**src/rtl/led_shift_out.sv**
```systemverilog
// led_shift_out
//   Watches the LED bus and, whenever its value differs from the last value
//   sent, serialises it to a 74HC595-style shift register. The serial lines
//   are sclk, sdata and slatch. Changes that arrive while a transfer is in
//   flight are not queued: on return to IDLE only the current LED value is
//   compared and sent, and every change seen while busy is counted.
//
// Parameters
//   WIDTH     : bits per transfer (width of LED)
//   CLKDIV    : CLK cycles per sclk half-period and per latch pulse (>= 1)
//   MSB_FIRST : 1 = shift bit WIDTH-1 first, 0 = shift bit 0 first
//
// Ports
//   CLK       in   system clock, rising edge
//   RST       in   asynchronous active-high reset
//   LED       in   value to display
//   sclk      out  serial clock (external register samples on rising edge)
//   sdata     out  serial data
//   slatch    out  storage-register latch pulse, active high
//   busy      out  high while a transfer is in progress
//   coalesced out  saturating count of LED changes seen while busy
module led_shift_out #(
  parameter int WIDTH     = 8,
  parameter int CLKDIV    = 4,
  parameter bit MSB_FIRST = 1'b1
) (
  input  logic             CLK,
  input  logic             RST,
  input  logic [WIDTH-1:0] LED,
  output logic             sclk,
  output logic             sdata,
  output logic             slatch,
  output logic             busy,
  output logic [7:0]       coalesced
);

  localparam int DIV_W = (CLKDIV > 1) ? $clog2(CLKDIV) : 1;
  localparam int CNT_W = $clog2(WIDTH + 1);

  localparam logic [DIV_W-1:0] DIV_LOAD = DIV_W'(CLKDIV - 1);
  localparam logic [DIV_W-1:0] DIV_ZERO = '0;
  localparam logic [DIV_W-1:0] DIV_ONE  = DIV_W'(1);
  localparam logic [CNT_W-1:0] CNT_LOAD = CNT_W'(WIDTH);
  localparam logic [CNT_W-1:0] CNT_ONE  = CNT_W'(1);

  typedef enum logic [1:0] {
    IDLE     = 2'd0,
    SHIFT_LO = 2'd1,
    SHIFT_HI = 2'd2,
    LATCH    = 2'd3
  } state_t;

  state_t             state_q, state_d;
  logic [WIDTH-1:0]   shift_q, shift_d;
  logic [WIDTH-1:0]   last_q, last_d;
  logic               force_q, force_d;
  logic [DIV_W-1:0]   div_q, div_d;
  logic [CNT_W-1:0]   cnt_q, cnt_d;
  logic [WIDTH-1:0]   led_q;
  logic [7:0]         coal_q, coal_d;
  logic               sclk_q, sclk_d;
  logic               sdata_q, sdata_d;
  logic               slatch_q, slatch_d;
  logic               busy_q, busy_d;

  // Bit presented on sdata and the shifted register, chosen by direction.
  logic               first_bit_d;
  logic [WIDTH-1:0]   shift_adv;

  generate
    if (MSB_FIRST) begin : g_msb
      assign first_bit_d = shift_d[WIDTH-1];
      assign shift_adv   = shift_q << 1;
    end else begin : g_lsb
      assign first_bit_d = shift_d[0];
      assign shift_adv   = shift_q >> 1;
    end
  endgenerate

  always_comb begin
    state_d  = state_q;
    shift_d  = shift_q;
    last_d   = last_q;
    force_d  = force_q;
    div_d    = div_q;
    cnt_d    = cnt_q;
    coal_d   = coal_q;

    case (state_q)
      IDLE: begin
        if (force_q || (LED != last_q)) begin
          shift_d = LED;
          last_d  = LED;
          force_d = 1'b0;
          cnt_d   = CNT_LOAD;
          div_d   = DIV_LOAD;
          state_d = SHIFT_LO;
        end
      end
      SHIFT_LO: begin
        if (div_q == DIV_ZERO) begin
          div_d   = DIV_LOAD;
          state_d = SHIFT_HI;
        end else begin
          div_d = div_q - DIV_ONE;
        end
      end
      SHIFT_HI: begin
        if (div_q == DIV_ZERO) begin
          div_d = DIV_LOAD;
          cnt_d = cnt_q - CNT_ONE;
          // cnt_q == 1 means the bit just clocked out was the last one.
          if (cnt_q != CNT_ONE) begin
            shift_d = shift_adv;
            state_d = SHIFT_LO;
          end else begin
            state_d = LATCH;
          end
        end else begin
          div_d = div_q - DIV_ONE;
        end
      end
      LATCH: begin
        if (div_q == DIV_ZERO) begin
          state_d = IDLE;
        end else begin
          div_d = div_q - DIV_ONE;
        end
      end
      default: state_d = IDLE;
    endcase

    // Changes are counted against the previous-cycle copy, not last_sent,
    // so every intermediate value that gets dropped is accounted for.
    if (busy_q && (LED != led_q) && (coal_q != 8'hFF)) begin
      coal_d = coal_q + 8'd1;
    end

    // Outputs are registered from the next state so they line up with it.
    sclk_d   = (state_d == SHIFT_HI);
    slatch_d = (state_d == LATCH);
    busy_d   = (state_d != IDLE);
    sdata_d  = ((state_d == SHIFT_LO) || (state_d == SHIFT_HI)) ? first_bit_d : 1'b0;
  end

  always_ff @(posedge CLK or posedge RST) begin
    if (RST) begin
      state_q  <= IDLE;
      shift_q  <= '0;
      last_q   <= '0;
      force_q  <= 1'b1;
      div_q    <= '0;
      cnt_q    <= '0;
      led_q    <= '0;
      coal_q   <= '0;
      sclk_q   <= 1'b0;
      sdata_q  <= 1'b0;
      slatch_q <= 1'b0;
      busy_q   <= 1'b0;
    end else begin
      state_q  <= state_d;
      shift_q  <= shift_d;
      last_q   <= last_d;
      force_q  <= force_d;
      div_q    <= div_d;
      cnt_q    <= cnt_d;
      led_q    <= LED;
      coal_q   <= coal_d;
      sclk_q   <= sclk_d;
      sdata_q  <= sdata_d;
      slatch_q <= slatch_d;
      busy_q   <= busy_d;
    end
  end

  assign sclk      = sclk_q;
  assign sdata     = sdata_q;
  assign slatch    = slatch_q;
  assign busy      = busy_q;
  assign coalesced = coal_q;

endmodule

```
**config.mk**
```make
export PLATFORM = sky130hd
export DESIGN_NAME = led_shift_out
export DESIGN_NICKNAME = d
export VERILOG_FILES = /design/src/rtl/led_shift_out.sv
export SDC_FILE = /design/constraint.sdc
export NUM_CORES = 1
export LEC_CHECK = 0
export BUFFER_PORTS_ARGS = -buffer_cell sky130_fd_sc_hd__buf_4
export CORE_MARGIN = 2
export CORE_UTILIZATION = 60
export DETAILED_ROUTE_END_ITERATION = 10
export MAX_ROUTING_LAYER = met4
export PLACE_DENSITY = 0.81
export SYNTH_ARGS = -nofsm -noshare
export SYNTH_HDL_FRONTEND = slang
export SYNTH_SLANG_ARGS = --single-unit
export TNS_END_PERCENT = 100
```
**constraint.sdc**
```tcl
create_clock -name CLK -period 3.5 [get_ports CLK]
set_clock_uncertainty 0.2 [all_clocks]
set_input_delay 1.05 -clock CLK [delete_from_list [all_inputs] [get_ports CLK]]
set_output_delay 1.05 -clock CLK [all_outputs]
set_load 0.01 [all_outputs]
```
=== Word-level counts from Yosys, hierarchy flattened ===
Cells that the tools add are included.

* Register bits: 45
* Input port bits: 10
* Output and inout bits: 12

* $add $sub $neg: 3
* Equality and inequality tests: 14
* Muxes and demuxes: 18
* Reductions and logical operators: 13

{| class="wikitable"
|+ Operators by type and width
! cell !! count
|-
| 8-bit 2-to-1 mux || 3
|-
| 2-bit 2-to-1 mux || 8
|-
| 8-bit inequality test || 2
|-
| 8-bit one-hot mux with 2 select lines || 1
|-
| 8-bit by 1-bit adder with 8-bit output, second input constant || 1
|-
| 2-bit == test, second input constant || 4
|-
| 4-bit 2-to-1 mux || 2
|-
| 2-bit inequality test, second input constant || 4
|-
| 8-bit inequality test, second input constant || 1
|-
| 2-bit one-hot mux with 4 select lines || 1
|-
| 4-bit one-hot mux with 2 select lines || 1
|-
| 2-bit one-hot mux with 3 select lines || 1
|-
| 2-bit by 1-bit == test with 1-bit output, second input constant || 2
|-
| 2-bit zero test || 2
|-
| 4-bit by 1-bit inequality test with 1-bit output, second input constant || 1
|-
| 2-bit AND reduction || 2
|-
| 4-bit AND reduction || 1
|-
| 2-bit nonzero test || 2
|-
| 4-bit by 1-bit subtractor with 4-bit output, second input constant || 1
|-
| 3-bit AND reduction || 1
|-
| 1-bit logical AND || 2
|-
| 1-bit logical OR || 2
|-
| 2-bit OR reduction || 1
|-
| 2-bit by 1-bit subtractor with 2-bit output, second input constant || 1
|-
| 1-bit 2-to-1 mux || 1
|}

=== Depth between registers and ports, before layout ===
Gate-level depths: netlist of the first run.

* Word-level depth: 7
* Depth in mapped cells: 9
* Gate-level depth less buffers: 9

=== Worst setup path before layout of the first run ===
No wires, ideal clock.

* Kind: input port to flip-flop
* Start: input LED[3]
* End: register sdata_q, in the netlist sdata
* Library setup time: 0.082 ns
* Data arrival time: 2.447 ns
* Required time: 3.218 ns
* Slack: 0.771 ns
* Stages: 8
* Path buffers: 1
* Path through: xor2_1 nor4_2 and4_1 buf_4 o22ai_1 ha_1 inv_1 a31oi_1

* Longest elaborated chain between the ends: 7
* Elaborated cells on any way between the ends: 10

{| class="wikitable"
|+ RTL lines
! element !! RTL line !! text
|-
| from (decl) || 29 || <nowiki>input logic [WIDTH-1:0] LED,</nowiki>
|-
| 8-bit inequality test * || 91 || <nowiki>if (force_q || (LED != last_q)) begin</nowiki>
|-
| 1-bit logical OR * || 91 ||
|-
| 2-bit 2-to-1 mux || 91 ||
|-
| 2-bit one-hot mux with 4 select lines || 89 || <nowiki>case (state_q)</nowiki>
|-
| 2-bit by 1-bit == test with 1-bit output / 2-bit == test (equally long branches) || 143 || <nowiki>sdata_d = ((state_d == SHIFT_LO) || (state_d == SHIFT_HI)) ? first_bit_d : 1'b0;</nowiki>
|-
| 1-bit logical OR || 143 ||
|-
| 1-bit 2-to-1 mux * || 143 ||
|-
| named net sdata_d || 62 || <nowiki>logic sdata_q, sdata_d;</nowiki>
|-
| to (signal assigned) || 170 || <nowiki>sdata_q <= sdata_d;</nowiki>
|-
| to (decl) || 62 ||
|}

Mark *: on every way through the listed nets, which the timed path passes. The rest lies on a longest branch. The select of a mux whose other input is x is not followed.
A chain may end at the register's enable or synchronous reset.

=== Worst setup path after layout of the first run ===
Ends and elaborated chain as after synthesis.

==> impl_metrics.xml, run 1 <==
<?xml version="1.0" encoding="UTF-8"?>
<metrics>
  <group name="drt">
    <metric name="detailroute.via_count" unit="">1514</metric>
    <metric name="detail_route.iter0.violations" unit="">133</metric>
    <metric name="routedWlPerCell" unit="µm">15.09</metric>
    <metric name="postRouteWirelength" unit="µm">3969</metric>
    <metric name="drc" unit="">0</metric>
    <metric name="ant_nets" unit="">0</metric>
    <metric name="avgViaCountPerCell" unit="">5.757</metric>
    <metric name="drt_pass1_iterations" unit="">4</metric>
  </group>
  <group name="logic_synthesis">
    <metric name="most_instantiated_flip_flop_cell_in_the_synthesis_netlist" unit="">sky130_fd_sc_hd__dfrtp_1</metric>
    <metric name="asyncSetResetFlopFracSynth" unit="%">100.0</metric>
    <metric name="netlist-cell-type-count" unit="">39</metric>
    <metric name="synthesis.nets" unit="">209</metric>
    <metric name="syn-instance-count" unit="">188</metric>
    <metric name="seq_area_frac_synth" unit="%">51.78</metric>
    <metric name="synth_edf_count" unit="">0</metric>
    <metric name="synthTopCellsByArea" unit="">sky130_fd_sc_hd__dfrtp_1 51%, sky130_fd_sc_hd__mux2_2 7.2%, sky130_fd_sc_hd__ha_1 6.3%</metric>
    <metric name="yosysWarnings" unit="">0</metric>
    <metric name="synth_area_per_cell" unit="µm²">11.58</metric>
    <metric name="netlist.top_cell.by_area" unit="">sky130_fd_sc_hd__dfrtp_1</metric>
    <metric name="synth_area" unit="µm²">2177</metric>
    <metric name="ys_ff_latch" unit="">45</metric>
    <metric name="netlist.area_leader.share" unit="%">50.57</metric>
  </group>
  <group name="run_status">
    <metric name="status" unit="">complete, no violations</metric>
  </group>
  <group name="global_route">
    <metric name="maximum_number_of_pins_on_one_net_before_global_route_repair" unit="">27</metric>
    <metric name="grt_usage" unit="%">22.16</metric>
    <metric name="antenna_found_initial" unit="">0</metric>
    <metric name="gr-total-overflow" unit="">0</metric>
    <metric name="grt_first_pass_wirelength" unit="µm">6879</metric>
    <metric name="first_global_vias" unit="">1549</metric>
  </group>
  <group name="timing">
    <metric name="min_period_over_period" unit="%">76.19</metric>
    <metric name="fin_tns_setup" unit="ps">0</metric>
    <metric name="final-setup-viol-count" unit="">0</metric>
    <metric name="finalMaxSlewViolations" unit="">0</metric>
    <metric name="relSlewSlack" unit="%">35.52</metric>
    <metric name="hold_violations" unit="">0</metric>
    <metric name="time_the_worst_path_needs_with_i_o_delays_and_setup" unit="ps">2667</metric>
    <metric name="grt_setup_unrepaired" unit="">false</metric>
    <metric name="clock.fmax" unit="MHz">375.0</metric>
    <metric name="worst-slew-pin-transition" unit="ps">966.2</metric>
  </group>
  <group name="cts">
    <metric name="ctsHtreeMaxLevel" unit="">2</metric>
    <metric name="post_cts.resized_instances" unit="">0</metric>
    <metric name="tritoncts.num_buffers" unit="">5</metric>
    <metric name="clock_latency_late_sink" unit="ps">360</metric>
    <metric name="cts_setup_buffers" unit="">0</metric>
    <metric name="cts_sinks" unit="">45</metric>
    <metric name="cts-root-buf" unit="">sky130_fd_sc_hd__clkbuf_4</metric>
    <metric name="cts.reportedPaths.clkPinSlew" unit="ps">120</metric>
    <metric name="max-clock-path-buffers" unit="">2</metric>
    <metric name="cts_tree" unit="">done</metric>
    <metric name="cts.hold.buffers_added" unit="">0</metric>
  </group>
  <group name="power_and_ir_drop">
    <metric name="p_sw_share" unit="%">37.24</metric>
    <metric name="cellLeakagePower" unit="nW">1.126</metric>
    <metric name="power.internal" unit="W">0.001272</metric>
    <metric name="power.combinational.fraction" unit="%">43.6</metric>
    <metric name="netSwitchingPower" unit="W">0.0007548</metric>
    <metric name="clkPwrFrac" unit="%">14.9</metric>
    <metric name="worst_ir_drop_vdd" unit="mV">0.5194</metric>
    <metric name="p_seq_share" unit="%">41.4</metric>
    <metric name="power_density" unit="nW/µm²">818.6</metric>
  </group>
  <group name="placement">
    <metric name="placement.io_buffers" unit="">21</metric>
    <metric name="globalplace.congestion" unit="">0.8596</metric>
    <metric name="placedInstanceArea" unit="µm²">2404</metric>
    <metric name="post-dp-hpwl" unit="µm">2967</metric>
  </group>
  <group name="cells_and_area">
    <metric name="most_common_cell_after_layout_fill_and_taps_aside" unit="">sky130_fd_sc_hd__dfrtp_1</metric>
    <metric name="fillers" unit="">242</metric>
    <metric name="antennaDiodeCount" unit="">0</metric>
    <metric name="final_layout_size_suffix_gt1_share" unit="%">24.42</metric>
    <metric name="layout-area-overhead-vs-synth" unit="%">13.74</metric>
    <metric name="finish.instance_area" unit="µm²">2476</metric>
    <metric name="most-common-layout-cells" unit="">44 x sky130_fd_sc_hd__dfrtp_1, 26 x sky130_fd_sc_hd__buf_4, 14 x sky130_fd_sc_hd__mux2_2, 14 x sky130_fd_sc_hd__xnor2_1, 13 x sky130_fd_sc_hd__inv_1</metric>
    <metric name="finish.net_count" unit="">238</metric>
    <metric name="utilization_of_the_core_after_routing" unit="%">72.49</metric>
  </group>
  <group name="floorplanning">
    <metric name="starting_density_of_the_core" unit="%">63.74</metric>
    <metric name="die_height" unit="µm">64.24</metric>
    <metric name="die_x" unit="µm">64.24</metric>
    <metric name="std_cell_rows" unit="">21</metric>
    <metric name="floorplan.core_area" unit="µm²">3416</metric>
    <metric name="io_pins" unit="">22</metric>
    <metric name="floorplan.die_area" unit="µm²">4126</metric>
  </group>
  <group name="critical_path">
    <metric name="critPathRequiredTime" unit="ps">3560</metric>
    <metric name="cp-end-kind" unit="">register</metric>
    <metric name="critPathArrivalTime" unit="ps">2730</metric>
    <metric name="cp_max_fo" unit="">7</metric>
    <metric name="start_kind" unit="">input port</metric>
    <metric name="criticalPathCategory" unit="">input port to register</metric>
  </group>
  <group name="hold_path">
    <metric name="hold_class" unit="">register to register</metric>
  </group>
  <group name="job">
    <metric name="drv.max_cap_violation_count" unit="">0</metric>
  </group>
</metrics>
[final timing paths]
check | startpoint | to | slack [ps] | cells after the start
max | LED[3] | sdata$_DFF_PP0_ | 830 | 8
min | force_q$_DFFE_PP1P_ | force_q$_DFFE_PP1P_ | 290 | 1
max reg2reg | state_q[0]$_DFF_PP0_ | shift_q[1]$_DFFE_PP0P_ | 920 | 7
min reg2reg | force_q$_DFFE_PP1P_ | force_q$_DFFE_PP1P_ | 290 | 1
max in group asynchronous | RST | shift_q[1]$_DFFE_PP0P_ | 1650 | 3
min in group asynchronous | RST | coalesced[1]$_DFFE_PP0P_ | 700 | 2
[sequential cells by signal, summed over array words and instances, names as in the netlist]
signal and count:
busy 1, cnt_q 4, coalesced 8, div_q 2, force_q 1, last_q 8, led_q 8, sclk 1
sdata 1, shift_q 8, slatch 1, state_q 2
[final cells by class]
class                           instances  area (µm²)  area share [%]
Tap cell                               46       57.56           2.324
Multi-Input combinational cell        126       974.7           39.36
Timing Repair Buffer                   26       195.2           7.883
Clock buffer                            5       37.54           1.516
Inverter                               13       48.80           1.971
Clock inverter                          2       35.03           1.415
Sequential cell                        45        1127           45.53
[power by group through the flow]
stage	sequential, W	combinational [W]	clock, W
2_1_floorplan	0.000841	0.000619	0
3_3_place_gp	0.000834	0.000849	0
3_5_place_dp	0.000846	0.000882	0
4_1_cts	0.000838	0.000887	0.000312
5_1_grt	0.000858	0.000985	0.000338
6_report	0.000840	0.000884	0.000303
[critical path, cell delays in order]
cell,delay (ps)
sky130_fd_sc_hd__buf_4,130
sky130_fd_sc_hd__xor2_1,150
sky130_fd_sc_hd__nor4_2,360
sky130_fd_sc_hd__and4_1,420
sky130_fd_sc_hd__o22ai_1,120
sky130_fd_sc_hd__ha_1,290
sky130_fd_sc_hd__inv_1,40
sky130_fd_sc_hd__a31oi_1,170
[synthesized netlist by cell type (2+ instances only)]
library cell / number
sky130_fd_sc_hd__clkbuf_1: 2
sky130_fd_sc_hd__mux2_2: 14
sky130_fd_sc_hd__nor3_1: 3
sky130_fd_sc_hd__nand3_1: 5
sky130_fd_sc_hd__dfrtp_1: 44
sky130_fd_sc_hd__a31oi_1: 2
sky130_fd_sc_hd__a22o_1: 6
sky130_fd_sc_hd__and3_1: 2
sky130_fd_sc_hd__a21oi_1: 9
sky130_fd_sc_hd__o22a_1: 2
sky130_fd_sc_hd__xor2_1: 8
sky130_fd_sc_hd__nor2b_1: 3
sky130_fd_sc_hd__o221a_2: 2
sky130_fd_sc_hd__o21ai_0: 6
sky130_fd_sc_hd__inv_1: 13
sky130_fd_sc_hd__nand2_1: 10
sky130_fd_sc_hd__ha_1: 11
sky130_fd_sc_hd__xnor2_1: 14
sky130_fd_sc_hd__nand4_1: 6
sky130_fd_sc_hd__nor2_1: 7
[metrics by stage]
step	hold slack, ps	power (W)	setup WS (ps)	instances
after floorplan	259.0	0.001460	771.0	188
after global placement	275.6	0.001684	519.6	256
after detailed placement	275.5	0.001728	509.5	256
after CTS	295.9	0.002037	861.8	263
after global routing	304.1	0.002182	714.8	263
final	294.0	0.002027	833.4	263
[cells by family after synthesis]
family                     count (synthesis)  share of synthesized area [%]
AOI/OAI and AO/OA                         35                          11.15
xor gates and xnor gates                  22                          8.851
adders and majority gates                 11                          6.322
buffers and inverters                     17                          3.449
DFF                                       45                          51.78
muxes                                     15                          7.759
and+or+nand+nor                           43                          10.69
[metal layers]
metal | part of all wire, % | up-vias | global-route usage [%]
met5 | 0 | - | -
met4 | 1.4 | 0 | 9.840
met3 | 4.8 | 10 | 4.754
met2 | 49 | 42 | 33.72
met1 | 45 | 747 | 28.74
li1 | - | 715 | -
No activity file was read; power rests on OpenSTA's default activity.
==> run 2: changes to the inputs <==
CORE_UTILIZATION = 52   (was 60)
PLACE_DENSITY = 0.74   (was 0.81)
clock period = 2.4 ns   (was 3.5 ns; I/O delays follow)
==> run 2 against run 1 <==
Effect of this change: final cell count up 8.0%; wire length up 13%; clock power up 47%; worst setup slack worse by 680 ps; non-clock buffer count up 16; hold slack better by 4.7 ps; die area up 14%; first-iteration DRC count down 14%; critical endpoint is now shift_q[1]$_DFFE_PP0P_.
==> impl_metrics.xml, run 2 (same netlist as run 1, synthesis figures left out) <==
<?xml version="1.0" encoding="UTF-8"?>
<metrics>
  <group name="power_and_ir_drop">
    <metric name="cellLeakagePower" unit="nW">1.211</metric>
    <metric name="worst_ir_drop_vdd" unit="mV">0.4683</metric>
    <metric name="overall_power_after_layout" unit="W">0.003060</metric>
    <metric name="power_density" unit="nW/µm²">1172</metric>
  </group>
  <group name="cts">
    <metric name="tritoncts.num_buffers" unit="">5</metric>
    <metric name="cts.hold.buffers_added" unit="">0</metric>
    <metric name="ctsHtreeMaxLevel" unit="">2</metric>
    <metric name="max-clock-path-buffers" unit="">2</metric>
    <metric name="cts_setup_buffers" unit="">0</metric>
    <metric name="cts_tree" unit="">done</metric>
    <metric name="cts-root-buf" unit="">sky130_fd_sc_hd__clkbuf_8</metric>
    <metric name="cts.reportedPaths.clkPinSlew" unit="ps">80</metric>
    <metric name="cts_sinks" unit="">45</metric>
    <metric name="post_cts.resized_instances" unit="">0</metric>
    <metric name="clock_latency_late_sink" unit="ps">300</metric>
  </group>
  <group name="cells_and_area">
    <metric name="final_layout_size_suffix_gt1_share" unit="%">29.49</metric>
    <metric name="fillers" unit="">318</metric>
    <metric name="most-common-layout-cells" unit="">44 x sky130_fd_sc_hd__dfrtp_1, 42 x sky130_fd_sc_hd__buf_4, 14 x sky130_fd_sc_hd__mux2_2, 14 x sky130_fd_sc_hd__xnor2_1, 13 x sky130_fd_sc_hd__inv_1</metric>
    <metric name="finish.net_count" unit="">254</metric>
    <metric name="layout-area-overhead-vs-synth" unit="%">19.94</metric>
    <metric name="multiInputGateArea" unit="µm²">974.7</metric>
    <metric name="final-seq-area" unit="µm²">1127</metric>
    <metric name="antennaDiodeCount" unit="">0</metric>
    <metric name="final_cells" unit="">284</metric>
    <metric name="most_common_cell_after_layout_fill_and_taps_aside" unit="">sky130_fd_sc_hd__dfrtp_1</metric>
  </group>
  <group name="global_route">
    <metric name="gr-total-overflow" unit="">0</metric>
    <metric name="maximum_number_of_pins_on_one_net_before_global_route_repair" unit="">46</metric>
    <metric name="antenna_found_initial" unit="">0</metric>
    <metric name="first_global_vias" unit="">1600</metric>
    <metric name="grt_usage" unit="%">21.91</metric>
    <metric name="grt_first_pass_wirelength" unit="µm">7341</metric>
  </group>
  <group name="critical_path">
    <metric name="cp_max_fo" unit="">7</metric>
    <metric name="critPathArrivalTime" unit="ps">2220</metric>
    <metric name="cp-end-kind" unit="">register</metric>
    <metric name="criticalPathCategory" unit="">register to register</metric>
    <metric name="ff2ff_path_depth" unit="">7</metric>
    <metric name="start_kind" unit="">register</metric>
    <metric name="critPathRequiredTime" unit="ps">2380</metric>
  </group>
  <group name="placement">
    <metric name="dp_cells" unit="">276</metric>
    <metric name="post-dp-hpwl" unit="µm">3400</metric>
    <metric name="globalplace.congestion" unit="">0.7734</metric>
    <metric name="placement.io_buffers" unit="">21</metric>
  </group>
  <group name="drt">
    <metric name="postRouteWirelength" unit="µm">4503</metric>
    <metric name="drt_pass1_iterations" unit="">4</metric>
    <metric name="detailroute.via_count" unit="">1612</metric>
    <metric name="routedWlPerCell" unit="µm">15.86</metric>
    <metric name="ant_nets" unit="">0</metric>
    <metric name="avgViaCountPerCell" unit="">5.676</metric>
    <metric name="detail_route.iter0.violations" unit="">115</metric>
    <metric name="drc" unit="">0</metric>
  </group>
  <group name="timing">
    <metric name="time_the_worst_path_needs_with_i_o_delays_and_setup" unit="ps">2245</metric>
    <metric name="finalMaxSlewViolations" unit="">0</metric>
    <metric name="clock.fmax" unit="MHz">445.4</metric>
    <metric name="hold_violations" unit="">0</metric>
    <metric name="fin_tns_setup" unit="ps">0</metric>
    <metric name="grt_setup_unrepaired" unit="">false</metric>
    <metric name="final-setup-viol-count" unit="">0</metric>
    <metric name="min_period_over_period" unit="%">93.54</metric>
    <metric name="relSlewSlack" unit="%">63.34</metric>
    <metric name="worst-slew-pin-transition" unit="ps">549.8</metric>
  </group>
  <group name="floorplanning">
    <metric name="floorplan.core_area" unit="µm²">4029</metric>
    <metric name="die_x" unit="µm">68.71</metric>
    <metric name="starting_density_of_the_core" unit="%">54.04</metric>
    <metric name="io_pins" unit="">22</metric>
    <metric name="floorplan.die_area" unit="µm²">4720</metric>
    <metric name="std_cell_rows" unit="">23</metric>
    <metric name="die_height" unit="µm">68.71</metric>
  </group>
  <group name="hold_path">
    <metric name="hold_class" unit="">register to register</metric>
    <metric name="whs_path_depth" unit="">1</metric>
  </group>
  <group name="job">
    <metric name="drv.max_cap_violation_count" unit="">0</metric>
  </group>
  <group name="run_status">
    <metric name="status" unit="">complete, no violations</metric>
  </group>
</metrics>
-- run 2: cell types whose count changed in the layout (fill, tap and decap cells not counted), sizes merged --
cell / change
buf: +16
clkbuf: +1
bufinv: -1
clkinv: +1
-- run 2: cell type report --
class                   instances  area share [%]
clock buffers                   6           2.779
inverters                      13           1.869
repair buffers                 42           12.07
flip-flops and latches         45           43.17
well taps                      50           2.396
multi-input cells             126           37.33
clock inverters                 2          0.3833
-- run 2: report_power, final --
group / switching, W / internal (W) / leakage [nW]
combinational: 0.000692 / 0.000694 / 0.617
sequential: 0.000209 / 0.00102 / 0.549
clock: 0.000245 / 0.000202 / 0.0450
-- run 2: path summary, 6_finish.rpt --
| check | startpoint | slack, ps | to |
|---|---|---|---|
| setup reg to reg | state_q[0]$_DFF_PP0_ | 150 | shift_q[1]$_DFFE_PP0P_ |
| max in group asynchronous | RST | 1260 | last_q[3]$_DFFE_PP0P_ |
| min in group asynchronous | RST | 360 | coalesced[4]$_DFFE_PP0P_ |
| hold reg to reg | force_q$_DFFE_PP1P_ | 300 | force_q$_DFFE_PP1P_ |
| setup / recovery | state_q[0]$_DFF_PP0_ | 150 | shift_q[1]$_DFFE_PP0P_ |
| hold / removal | force_q$_DFFE_PP1P_ | 300 | force_q$_DFFE_PP1P_ |
-- run 2: critical path, cell delays in order (launching register included) --
cell and delay, ps:
sky130_fd_sc_hd__dfrtp_1 430, sky130_fd_sc_hd__inv_1 110, sky130_fd_sc_hd__ha_1 300, sky130_fd_sc_hd__nand2_1 130, sky130_fd_sc_hd__nor2_1 160, sky130_fd_sc_hd__a21oi_1 120
sky130_fd_sc_hd__nor2_2 310, sky130_fd_sc_hd__mux2_2 380
-- run 2: metrics by stage --
| stage | instance area [µm²] | setup slack (ps) | hold slack, ps | util, % |
|---|---|---|---|---|
| after CTS | 2611 | 178.7 | 302.8 | 64.81 |
| final | 2611 | 154.9 | 298.7 | 64.81 |
| after global placement | 2529 | -109.4 | 273.8 | 62.76 |
| after global routing | 2611 | 58.69 | 317.2 | 64.81 |
| after floorplan | 2177 | 1.004 | 259.0 | - |
| after detailed placement | 2529 | -133.7 | 288.3 | 62.76 |
-- run 2: metal layers --
| layer | part of all wire (%) | track usage [%] |
|---|---|---|
| met5 | 0 | - |
| met3 | 4.7 | 5.519 |
| met4 | 1.7 | 10.05 |
| met2 | 49 | 33.41 |
| met1 | 45 | 27.59 |
